`config.mk`:
```
export PLATFORM = sky130hd
export DESIGN_NAME = booth_divider
export DESIGN_NICKNAME = d
export VERILOG_FILES = /design/src/rtl/booth_divider.sv
export SDC_FILE = /design/constraint.sdc
export NUM_CORES = 1
export LEC_CHECK = 0
export CORE_AREA = 2 2 194 196
export DETAILED_ROUTE_END_ITERATION = 16
export DIE_AREA = 0 0 196 198
export PLACE_DENSITY = 0.63
export SYNTH_ARGS = -nofsm -noshare
export SYNTH_HDL_FRONTEND = slang
export SYNTH_SLANG_ARGS = --single-unit
```
`constraint.sdc`:
```
create_clock -name clk -period 15.2 [get_ports clk]
set_input_delay 3.04 -clock clk [delete_from_list [all_inputs] [get_ports clk]]
set_output_delay 3.04 -clock clk [all_outputs]
set_load 0.005 [all_outputs]
```
`src/rtl/booth_divider.sv`:
```
// Sequential signed/unsigned radix-2 non-restoring divider, one quotient bit per cycle.
// Latency: start accepted on edge 0, done pulses in the cycle after edge WIDTH_DATA+2.
// Backpressure: none; start is ignored while busy, results hold until the next op completes.
module booth_divider #(
  parameter int WIDTH_DATA = 32
) (
  input  logic                  clk,
  input  logic                  rst,
  input  logic                  start,
  input  logic                  i_signed,
  input  logic [WIDTH_DATA-1:0] dividend,
  input  logic [WIDTH_DATA-1:0] divisor,
  output logic                  busy,
  output logic                  done,
  output logic [WIDTH_DATA-1:0] quotient,
  output logic [WIDTH_DATA-1:0] remainder,
  output logic                  div_zero
);

  localparam int W  = WIDTH_DATA;
  localparam int CW = $clog2(W) + 1;

  typedef enum logic [1:0] {IDLE, PREP, ITER, FIX} state_t;

  state_t          state;
  logic [W-1:0]    dvd_l;
  logic [W-1:0]    dvs_l;
  logic            sgn_l;
  logic            sign_q;
  logic            sign_r;
  logic            dz_int;
  logic [W:0]      a_reg;
  logic [W-1:0]    q_reg;
  logic [W-1:0]    m_reg;
  logic [CW-1:0]   cnt;

  logic [W-1:0]    abs_dvd;
  logic [W-1:0]    abs_dvs;
  logic [W:0]      a_shift;
  logic [W:0]      a_step;
  logic [W-1:0]    a_fix;
  logic [W-1:0]    q_res;
  logic [W-1:0]    r_res;

  // Magnitudes; the most negative value maps to its own unsigned bit pattern.
  assign abs_dvd = (sgn_l && dvd_l[W-1]) ? -dvd_l : dvd_l;
  assign abs_dvs = (sgn_l && dvs_l[W-1]) ? -dvs_l : dvs_l;

  // One non-restoring step: shift {A,Q} left, then subtract or add M by sign of A.
  assign a_shift = {a_reg[W-1:0], q_reg[W-1]};
  assign a_step  = a_reg[W] ? (a_shift + {1'b0, m_reg}) : (a_shift - {1'b0, m_reg});

  // Final remainder restore; the restored value is always in [0, M) so W bits suffice.
  assign a_fix = a_reg[W] ? (a_reg[W-1:0] + m_reg) : a_reg[W-1:0];
  assign q_res = sign_q ? -q_reg : q_reg;
  assign r_res = sign_r ? -a_fix : a_fix;

  // Control FSM and datapath registers, including the registered result outputs.
  always_ff @(posedge clk or posedge rst) begin
    if (rst) begin
      state     <= IDLE;
      dvd_l     <= '0;
      dvs_l     <= '0;
      sgn_l     <= 1'b0;
      sign_q    <= 1'b0;
      sign_r    <= 1'b0;
      dz_int    <= 1'b0;
      a_reg     <= '0;
      q_reg     <= '0;
      m_reg     <= '0;
      cnt       <= '0;
      busy      <= 1'b0;
      done      <= 1'b0;
      quotient  <= '0;
      remainder <= '0;
      div_zero  <= 1'b0;
    end else begin
      done <= 1'b0;
      case (state)
        IDLE: begin
          if (start) begin
            dvd_l <= dividend;
            dvs_l <= divisor;
            sgn_l <= i_signed;
            busy  <= 1'b1;
            state <= PREP;
          end
        end
        PREP: begin
          sign_q <= sgn_l & (dvd_l[W-1] ^ dvs_l[W-1]);
          sign_r <= sgn_l & dvd_l[W-1];
          dz_int <= (dvs_l == '0);
          a_reg  <= '0;
          q_reg  <= abs_dvd;
          m_reg  <= abs_dvs;
          cnt    <= '0;
          state  <= ITER;
        end
        ITER: begin
          a_reg <= a_step;
          q_reg <= {q_reg[W-2:0], ~a_step[W]};
          cnt   <= cnt + CW'(1);
          if (cnt == CW'(W - 1)) begin
            state <= FIX;
          end
        end
        FIX: begin
          a_reg <= {1'b0, a_fix};
          if (dz_int) begin
            // Divide by zero: all-ones quotient, dividend passed through untouched.
            quotient  <= '1;
            remainder <= dvd_l;
            div_zero  <= 1'b1;
          end else begin
            quotient  <= q_res;
            remainder <= r_res;
            div_zero  <= 1'b0;
          end
          done  <= 1'b1;
          busy  <= 1'b0;
          state <= IDLE;
        end
        default: begin
          state <= IDLE;
        end
      endcase
    end
  end

endmodule

```
After elaboration in Yosys (flattened, before gate mapping)
Cells that the tools add are included.
Word-level totals
  register bits: 240
  bits in latches: 0
  logic and storage cells: 62
  ROM bits: 0
  RAM bits: 0
  memories kept: 0
Operators by class
  bitwise operators: 4
  equal/unequal tests: 6
  divide/modulo/power cells: 0
  multiply operators: 0
  reduce and logical (&&, ||, !) cells: 10
  muxes and demuxes: 18
  shifts and indexed selects: 0
  $lt $le $gt $ge: 0
  add/subtract/negate cells: 8
Operator list (count)
  $mux 32: 7
  $neg 32->32: 4
  $pmux 33 s3: 1
  $pmux 32 s2: 1
  $add 33x32->33: 1
  $mux 33: 1
  $sub 33x32->33: 1
  $add 32x32->32: 1
  $logic_not 32->1: 1
  $pmux 6 s2: 1
  $pmux 2 s4: 1
  $add 6x1->6 const B: 1
  $eq 6x5->1 const B: 1
  $reduce_and 2->1: 3
  $eq 2x2->1 const B: 2
  $mux 2: 2
  $ne 2x2->1 const B: 2
  $reduce_bool 2->1: 2
  $mux 1: 3
  $reduce_bool 3->1: 1
  $and 1x1->1: 2
  $eq 2x1->1 const B: 1
  $logic_and 1x1->1: 2
  $logic_not 2->1: 1
  other kinds (3): 3

Logic depth before layout (Yosys ltp)
Gate-level depths: netlist (run 1).
  depth in word-level cells: 5
  depth in mapped cells: 22
  depth with buffers taken out: 20

Worst setup path before layout (run 1)
No wires, ideal clock.
  kind: reg-to-reg
  from: register a_reg[32]
  to: register a_reg[32]
  buffers on the path: 8
  path slack: 9652 ps
  arrival: 5438 ps
  clock period less this slack: 5548 ps
  stages on the path, launching flop included: 21
  cell sequence: dfrtp_1 -> buf_2 -> clkbuf_1 -> clkbuf_1 -> clkbuf_1 -> buf_1 -> clkbuf_1 -> buf_1 -> clkbuf_1 -> nor2_1 -> xor2_1 -> ha_1 -> a21o_1 -> a221oi_1 -> o21ai_0 -> a41oi_1 -> o21ai_0 -> o311ai_0 -> nand3b_1 -> mux2i_1 -> o41ai_1
Between the ends
  cells in the longest elaborated chain, start to end: 2
RTL lines
  from (decl): line 32  | logic [W:0] a_reg;
  from (signal assigned): line 100  | a_reg <= a_step;
  from (signal assigned): line 108  | a_reg <= {1'b0, a_fix};
  $mux 33: line 51  | assign a_step = a_reg[W] ? (a_shift + {1'b0, m_reg}) : (a_shift - {1'b0, m_reg});
  $pmux 33 s3: line 79  | case (state)
No other way between the ends.
A chain may end at the register's enable or synchronous reset.

Worst setup path after layout (run 1)
Same ends and word-level chain as after synthesis.

==> results.toml, run 1 <==
[run_status]
outcome = "complete, no violations"

[grt]
grt_overflow_total = 0
grt_pass1_wl_um = 76100
grt_use_total_pct = 24.3
grt_max_degree = 104
met3_usage_pct = 3.19
grtUsageMet1_pct = 34.5
grt.busiest_layer = "met2"
antenna_found_initial = 1
use_met2_pct = 39.6
first_global_vias = 14000

[setup_path]
critPathLaunch = "a_reg[32]$_DFFE_PP0N_"
cp-endpoint = "a_reg[32]$_DFFE_PP0N_"
r2r-end = "a_reg[32]$_DFFE_PP0N_"
rrSetupSlack_ps = 9580
r2r_start = "a_reg[32]$_DFFE_PP0N_"
critPathMaxStageDelay_ps = 590
slowest_stage = "inv_1"
crit_family = "compound AO/OA/AOI/OAI gates"
cp_data_arrival_time_ps = 6050
crit_required_ps = 15620
worstSetupEndpointType = "register"
crit_chain = "buf_4 -> inv_1 -> buf_4 -> nand2_1 -> xnor2_1 -> ha_1 -> a21o_1 -> a21o_1 -> a221oi_1 -> o21ai_0 -> a41oi_1 -> o21ai_0 -> o311ai_0 -> nand3b_1 -> mux2i_1 -> o41ai_1"
path_depth = 16
worstRegToRegCells = 16
worstPathMaxFanout = 39
critical_path_buf_inv_count = 3
crit_path_start_kind = "register"
worstSetupPathType = "register to register"

[cts]
root_buffer = "clkbuf_16"
hold_buffers = 0
cts_buffers = 27
insertion_delay_ps = 540
htreeDepth = 1
cts_tree = "yes"
path_clk_slew_ps = 60
post_cts_buffers = 0
cts.sinks = 240
ctsResizeCount = 0
cts_max_path_buffers = 3

[power]
switchingPower_mw = 2.45
ir_drop_mv = 0.122
p_sw_share_pct = 47.2
total_power_mw = 5.19
p_leak_nw = 8.18
power.internal_mw = 2.74
combPwrFrac_pct = 61.4
power_density_nw_per_um2 = 266
power_frac_seq_pct = 26.3
pwr-share-clk_pct = 12.3

[floorplan]
dieArea_um2 = 38800
start_util_pct = 45.9
core_area_um2 = 37000
die_width_um = 196
die_h_um = 198
num_io_pins = 135
placementRows = 71

[yosys]
synth_cells = 1947
synth_area_um2 = 17000
syn_nets = 2095
ys_seq_elements = 240
ys.flop_type = "dfrtp_1"
yosysTopAreaCell = "dfrtp_1"
syn_area_per_cell_um2 = 8.72
synth_most_common_cell = "dfrtp_1"
synthTopCellsByCount = "240 x dfrtp_1, 217 x a21oi_1, 193 x nor2_1"
synth_edf_count = 0
yosys-top-cells-area = "dfrtp_1 35%, mux2_2 7.0%, a21oi_1 6.4%"
ys_types = 86
synth.top_cell.area_share_pct = 35.4
synth_warnings = 0
seq_area_frac_synth_pct = 35.4
async_flop_share_pct = 100

[timing]
hold_viol = 0
skew_ps = 14.7
fin_ws_ps = 9580
rsz0062_at_grt = "no"
period_needed_ps = 5620
final-setup-viol-count = 0
fmax_ghz = 0.178
tightest_slew_ps = 1000
finalCritPeriodShare_pct = 37.0
setup_tns_ps = 0
slew_headroom_pct = 33.3
fin_hold_ws_ps = 508
slew_viol_final = 0

[routing]
wl_per_cell_um = 18.7
dr_total_vias = 14700
drtIter0Drc = 997
ant_nets = 0
routed_wl_um = 47100
dr.pass1.iters = 5
post_drt_via_cell_ratio = 5.85
drc = 0

[place]
dp.cells = 2469
placed_area_um2 = 18700
post-place-ws_ps = 9710
gp_congestion = 0.928
hpwl_um = 34800
port_buffers = 134

[cells_and_area]
largest_register_ffs = 33
design_area_um2 = 19500
fillCellCount = 3481
multi_input_area_um2 = 10400
syn2layout_area_growth_pct = 15.0
final_cells = 2517
drive_gt1_share_pct = 9.21
layout.nets = 2172
layout.area.seq_um2 = 6010
post-route-util_pct = 52.8

[worst_hold_path]
min_from = "remainder[1]$_DFFE_PP0P_"
min_path_type = "register to register"

[job]
cap_violations = 0
[kinds of logic (layout without fill, tap and decap cells)]
kind of cell             after synthesis  count (layout)  share of synthesized area [%]
other                                  0               1                              0
AND/OR/NAND/NOR                      602             602                           17.0
flip-flops                           240             240                           35.4
XOR/XNOR                             181             181                           9.34
multiplexers                         118             118                           7.74
AO/OA/AOI/OAI                        568             568                           21.0
adder cells (fa/ha/maj)               80              80                           5.99
buffers and inverters                158             253                           3.56
[cell usage in the layout (no fill, tap or decap), types with 16 or more instances in the layout]
cell type | netlist | routed
nand4_1 | 18 | 18
and2_1 | 16 | 16
a21o_1 | 35 | 35
nand3_1 | 34 | 34
o21ai_0 | 125 | 125
and3_1 | 28 | 28
mux2_2 | 106 | 106
a21oi_1 | 217 | 217
nand2_1 | 165 | 164
nor2_1 | 193 | 192
nor4_1 | 19 | 19
dfrtp_1 | 240 | 239
ha_1 | 78 | 75
nor3_1 | 38 | 38
or3_1 | 19 | 19
o41ai_1 | 16 | 16
a31oi_1 | 17 | 17
nand2b_1 | 17 | 17
inv_1 | 54 | 53
xor2_1 | 107 | 107
clkdlybuf4s50_1 | 0 | 134
o31ai_1 | 36 | 36
clkbuf_16 | 0 | 27
xnor2_1 | 74 | 74
[layout make-up]
class	count	share of cell area, %
flip-flops and latches	240	30.8
repair buffers	149	7.45
multi-input cells	1549	53.2
diodes	1	0.0128
well taps	474	3.04
clock buffers	40	3.87
inverters	57	1.13
clock inverters	7	0.494
[layer usage]
layer	vias to the layer above	part of all wire, %
met5	-	0
met4	0	2.0
met3	56	5.8
met2	416	45
met1	7042	47
li1	7208	-
[how the worst min path moves through the flow]
stage	end	slack, ps	depth (start not counted)
3_5_place_dp	remainder[1]$_DFFE_PP0P_	500	1
4_1_cts	remainder[1]$_DFFE_PP0P_	510	1
6_report	remainder[1]$_DFFE_PP0P_	510	1
3_3_place_gp	cnt[4]$_DFFE_PP0P_	490	1
2_1_floorplan	cnt[4]$_DFFE_PP0P_	470	1
5_1_grt	cnt[4]$_DFFE_PP0P_	530	1
[power groups by stage]
stage / registers, mW / clock network, mW / logic [mW]
after floorplan: 1.23 / 0 / 2.39
after global placement: 1.35 / 0 / 3.08
after detailed placement: 1.37 / 0 / 3.14
after CTS: 1.36 / 0.656 / 3.16
after global routing: 1.42 / 0.681 / 3.54
final: 1.37 / 0.640 / 3.19
No activity file was read; power rests on OpenSTA's default activity.
==> inputs of run 2 (changes only) <==
Settings changed: PLACE_DENSITY 0.63 to 0.65.
Clock period 15.2 ns to 5 ns, I/O delays scaled along.
==> results.toml, run 2 (same netlist as run 1, synthesis figures left out) <==
[routing]
drc = 0
dr_total_vias = 14800
ant_nets = 0
post_drt_via_cell_ratio = 5.84
wl_per_cell_um = 18.9
drtIter0Drc = 1042
dr.pass1.iters = 5
routed_wl_um = 47700

[cells_and_area]
syn2layout_area_growth_pct = 16.2
antennaDiodeCount = 0
final_cells = 2528
largest_register_ffs = 33
layout_commonest_cell = "dfrtp_1"
layout.nets = 2183
fillCellCount = 3452
post-route-util_pct = 53.4
final_cell_mix = "239 x dfrtp_1, 217 x a21oi_1, 192 x nor2_1"
drive_gt1_share_pct = 10.0

[timing]
final-setup-viol-count = 0
period_needed_ps = 4610
setup_tns_ps = 0
finalCritPeriodShare_pct = 92.1
skew_ps = 16.9
slew_viol_final = 0
fin_hold_ws_ps = 504
fmax_ghz = 0.217
hold_viol = 0
fin_ws_ps = 393
slew_headroom_pct = 37.4
tightest_slew_ps = 939
rsz0062_at_grt = "no"

[setup_path]
crit_required_ps = 5440
cp_data_arrival_time_ps = 5050
worstPathMaxFanout = 6
worstSetupPathType = "register to register"
crit_path_start_kind = "register"
worstSetupEndpointType = "register"
worstRegToRegCells = 15

[power]
ir_drop_mv = 0.380
power_density_nw_per_um2 = 811
p_leak_nw = 8.28

[grt]
grt_pass1_wl_um = 77300
antenna_found_initial = 0
grt_use_total_pct = 24.6
grt_max_degree = 66
first_global_vias = 14200
grt_overflow_total = 0

[worst_hold_path]
min_path_type = "register to register"
holdPathStages = 1

[floorplan]
die_width_um = 196
die_h_um = 198
placementRows = 71
start_util_pct = 45.9
num_io_pins = 135
core_area_um2 = 37000
dieArea_um2 = 38800

[cts]
path_clk_slew_ps = 70
htreeDepth = 1
cts_buffers = 28
post_cts_buffers = 0
cts_tree = "yes"
insertion_delay_ps = 580
cts_max_path_buffers = 3
cts.sinks = 240
root_buffer = "clkbuf_16"

[run_status]
outcome = "complete, no violations"

[job]
cap_violations = 0

[place]
post-place-ws_ps = 52.1
port_buffers = 134
dp.cells = 2479
gp_congestion = 0.926
hpwl_um = 35200
## run 2: layout make-up
cell class	instances	area (um^2)	share of cell area (%)
sequential	240	6010	30.4
clock buffer	41	820	4.15
multi-input combinational	1549	10400	52.7
inverter	57	218	1.10
timing repair buffer	159	1570	7.94
tap	474	593	3.01
clock inverter	8	124	0.628
## run 2: final timing paths
path                                 startpoint                        to  slack (ps)
min in group asynchronous                   rst  quotient[12]$_DFFE_PP0P_         910
hold / removal               cnt[4]$_DFFE_PP0P_        cnt[4]$_DFFE_PP0P_         500
setup reg to reg           m_reg[2]$_DFFE_PP0N_     a_reg[32]$_DFFE_PP0N_         390
setup / recovery           m_reg[2]$_DFFE_PP0N_     a_reg[32]$_DFFE_PP0N_         390
hold reg to reg              cnt[4]$_DFFE_PP0P_        cnt[4]$_DFFE_PP0P_         500
max in group asynchronous                   rst  quotient[25]$_DFFE_PP0P_        3240
## run 2: what timing repair did
| action | 4_1_cts | 5_1_grt |
|---|---|---|
| hold buffers | 0 | 0 |
| setup endpoints to repair | 0 | 5 |
| resized for setup | 0 | 4 |
## run 2: critical path: stages, from the launching register on
cell and delay (ps):
dfrtp_1 440, or3_1 400, or3_1 390, nand2_1 110, xnor2_1 120, ha_1 300, a21o_1 220, a21o_1 180
a221oi_1 410, o21ai_0 260, a41oi_1 370, o21ai_1 240, o311ai_2 320, nand3b_1 190, mux2i_1 170, o41ai_1 350
## run 2: per-layer routing
layer / global-route usage (%) / routed length [um]
met1: 34.8 / 22600
met2: 40.9 / 21600
met3: 2.35 / 2490
met4: 5.81 / 1050
met5: 0 / 0
## run 2: where the power goes
part           switching [mW]  internal (mW)
clock network           0.861           1.24
logic                    5.37           4.33
registers                1.29           2.91
total                    7.51           8.48
## run 2: stage by stage
step / instance area [um^2] / total power, mW
finish: 19700 / 16.0
global route: 19700 / 17.4
CTS: 19700 / 15.9
detailed placement: 18800 / 13.8
global placement: 18800 / 13.6
floorplan: 17000 / 11.0
==> inputs of run 3 (changes only) <==
Settings changed: CAP_MARGIN set to 20, CORE_AREA 2 2 194 196 to 2 2 177 214, DIE_AREA 0 0 196 198 to 0 0 179 216, GPL_TIMING_DRIVEN set to 0.
==> results.toml, run 3 (same netlist as run 1, synthesis figures left out) <==
[power]
power.internal_mw = 8.46
power_frac_seq_pct = 25.4
power_density_nw_per_um2 = 814
total_power_mw = 16.3
switchingPower_mw = 7.85
pwr-share-clk_pct = 12.1
ir_drop_mv = 0.387
combPwrFrac_pct = 62.6
p_leak_nw = 8.35
p_sw_share_pct = 48.1

[floorplan]
start_util_pct = 46.5
num_io_pins = 135
placementRows = 77
dieArea_um2 = 38700
die_width_um = 179
die_h_um = 216
core_area_um2 = 36500

[grt]
grt_pass1_wl_um = 83500
grt_overflow_total = 0
grt_use_total_pct = 27.7
first_global_vias = 15100
antenna_found_initial = 1
grt_max_degree = 43

[cells_and_area]
layout.area.seq_um2 = 6010
antennaDiodeCount = 0
syn2layout_area_growth_pct = 18.0
fillCellCount = 3397
largest_register_ffs = 33
layout_commonest_cell = "dfrtp_1"
final_cell_mix = "239 x dfrtp_1, 217 x a21oi_1, 192 x nor2_1"
multi_input_area_um2 = 10400
final_cells = 2605
layout.nets = 2261
drive_gt1_share_pct = 9.43
design_area_um2 = 20000

[cts]
root_buffer = "clkbuf_16"
insertion_delay_ps = 560
htreeDepth = 1
post_cts_buffers = 0
path_clk_slew_ps = 70
cts.sinks = 240
hold_buffers = 0
cts_tree = "yes"
cts_buffers = 27
cts_max_path_buffers = 3

[worst_hold_path]
min_path_type = "register to register"

[place]
placed_area_um2 = 19100
gp_congestion = 0.923
post-place-ws_ps = -2190
dp.cells = 2562
hpwl_um = 42400
port_buffers = 134

[routing]
drc = 0
routed_wl_um = 53900
dr.pass1.iters = 6
post_drt_via_cell_ratio = 5.88
dr_total_vias = 15300
wl_per_cell_um = 20.7
ant_nets = 0
drtIter0Drc = 998

[timing]
fmax_ghz = 0.208
slew_headroom_pct = 23.9
slew_viol_final = 0
final-setup-viol-count = 0
tightest_slew_ps = 1130
fin_hold_ws_ps = 508
skew_ps = 9.78
period_needed_ps = 4820
rsz0062_at_grt = "no"
hold_viol = 0
fin_ws_ps = 185
finalCritPeriodShare_pct = 96.3

[setup_path]
crit_path_start_kind = "register"
worstPathMaxFanout = 28
worstSetupEndpointType = "register"
cp_data_arrival_time_ps = 5270
worstSetupPathType = "register to register"
crit_required_ps = 5460

[job]
cap_violations = 0

[run_status]
outcome = "complete, no violations"
==> run 3: changes by cell type in the layout (fill, tap and decap cells not counted), sizes merged <==
| cell | before | now |
|---|---|---|
| bufinv | 2 | 1 |
| inv | 53 | 52 |
| clkbuf | 41 | 119 |
| clkinv | 7 | 8 |
| clkinvlp | 3 | 4 |
| buf | 25 | 23 |
| clkdlybuf4s18 | 0 | 1 |
==> run 3: layout make-up <==
cell class              instances  area share, %
plain buffers                  97           2.15
clock buffers                  39           3.95
clock inverters                 8          0.350
inverters                      57           1.11
multi-input cells            1549           52.2
flip-flops and latches        240           30.0
well taps                     474           2.96
repair buffers                141           7.34
==> run 3: worst paths after layout <==
kind	from	end	slack [ps]	depth (start not counted)
setup / recovery	a_reg[32]$_DFFE_PP0N_	a_reg[29]$_DFFE_PP0N_	180	18
hold / removal	remainder[1]$_DFFE_PP0P_	remainder[1]$_DFFE_PP0P_	510	1
setup reg to reg	a_reg[32]$_DFFE_PP0N_	a_reg[29]$_DFFE_PP0N_	180	18
hold reg to reg	remainder[1]$_DFFE_PP0P_	remainder[1]$_DFFE_PP0P_	510	1
max in group asynchronous	rst	a_reg[32]$_DFFE_PP0N_	3140	4
min in group asynchronous	rst	remainder[1]$_DFFE_PP0P_	920	2
==> run 3: what timing repair did <==
action | CTS | global route
pin swaps | 0 | 3
gates resized for setup | 24 | 13
endpoints found under the setup margin | 26 | 10
==> run 3: per-layer routing <==
| metal | global-route usage, % | up-vias | routed length [um] |
|---|---|---|---|
| li1 | - | 7381 | - |
| met1 | 33.8 | 7327 | 22000 |
| met2 | 49.1 | 478 | 26700 |
| met3 | 2.75 | 120 | 2780 |
| met4 | 11.5 | 0 | 2370 |
| met5 | 0 | - | 0 |
==> run 3: power groups by stage <==
| stage | sequential (mW) | combinational [mW] | clock [mW] |
|---|---|---|---|
| 6_report | 4.14 | 10.2 | 1.97 |
| 5_1_grt | 4.26 | 11.3 | 2.09 |
| 4_1_cts | 4.10 | 10.1 | 2.00 |
| 3_5_place_dp | 4.13 | 9.92 | 0 |
| 3_3_place_gp | 4.09 | 9.76 | 0 |
| 2_1_floorplan | 3.74 | 7.26 | 0 |
==> run 3: critical path, cell delays in order (launching register included) <==
cell and delay, ps:
dfrtp_2 440, buf_4 220, buf_4 220, clkbuf_16 230
clkbuf_8 220, buf_4 230, mux2_2 390, ha_1 280
a21oi_1 80, nor3_1 320, o211ai_1 180, a21boi_1 280
o21bai_1 140, a21oi_1 350, o21ai_1 250, o31ai_1 340
xor2_1 180, a22oi_1 100, o21ai_0 240
==> run 3: stage by stage <==
stage / utilization (%) / setup TNS (ps)
3_5_place_dp: 52.2 / -26120
3_3_place_gp: 51.8 / -273420
6_report: 54.9 / 0
2_1_floorplan: - / 0
4_1_cts: 54.7 / 0
5_1_grt: 54.9 / 0
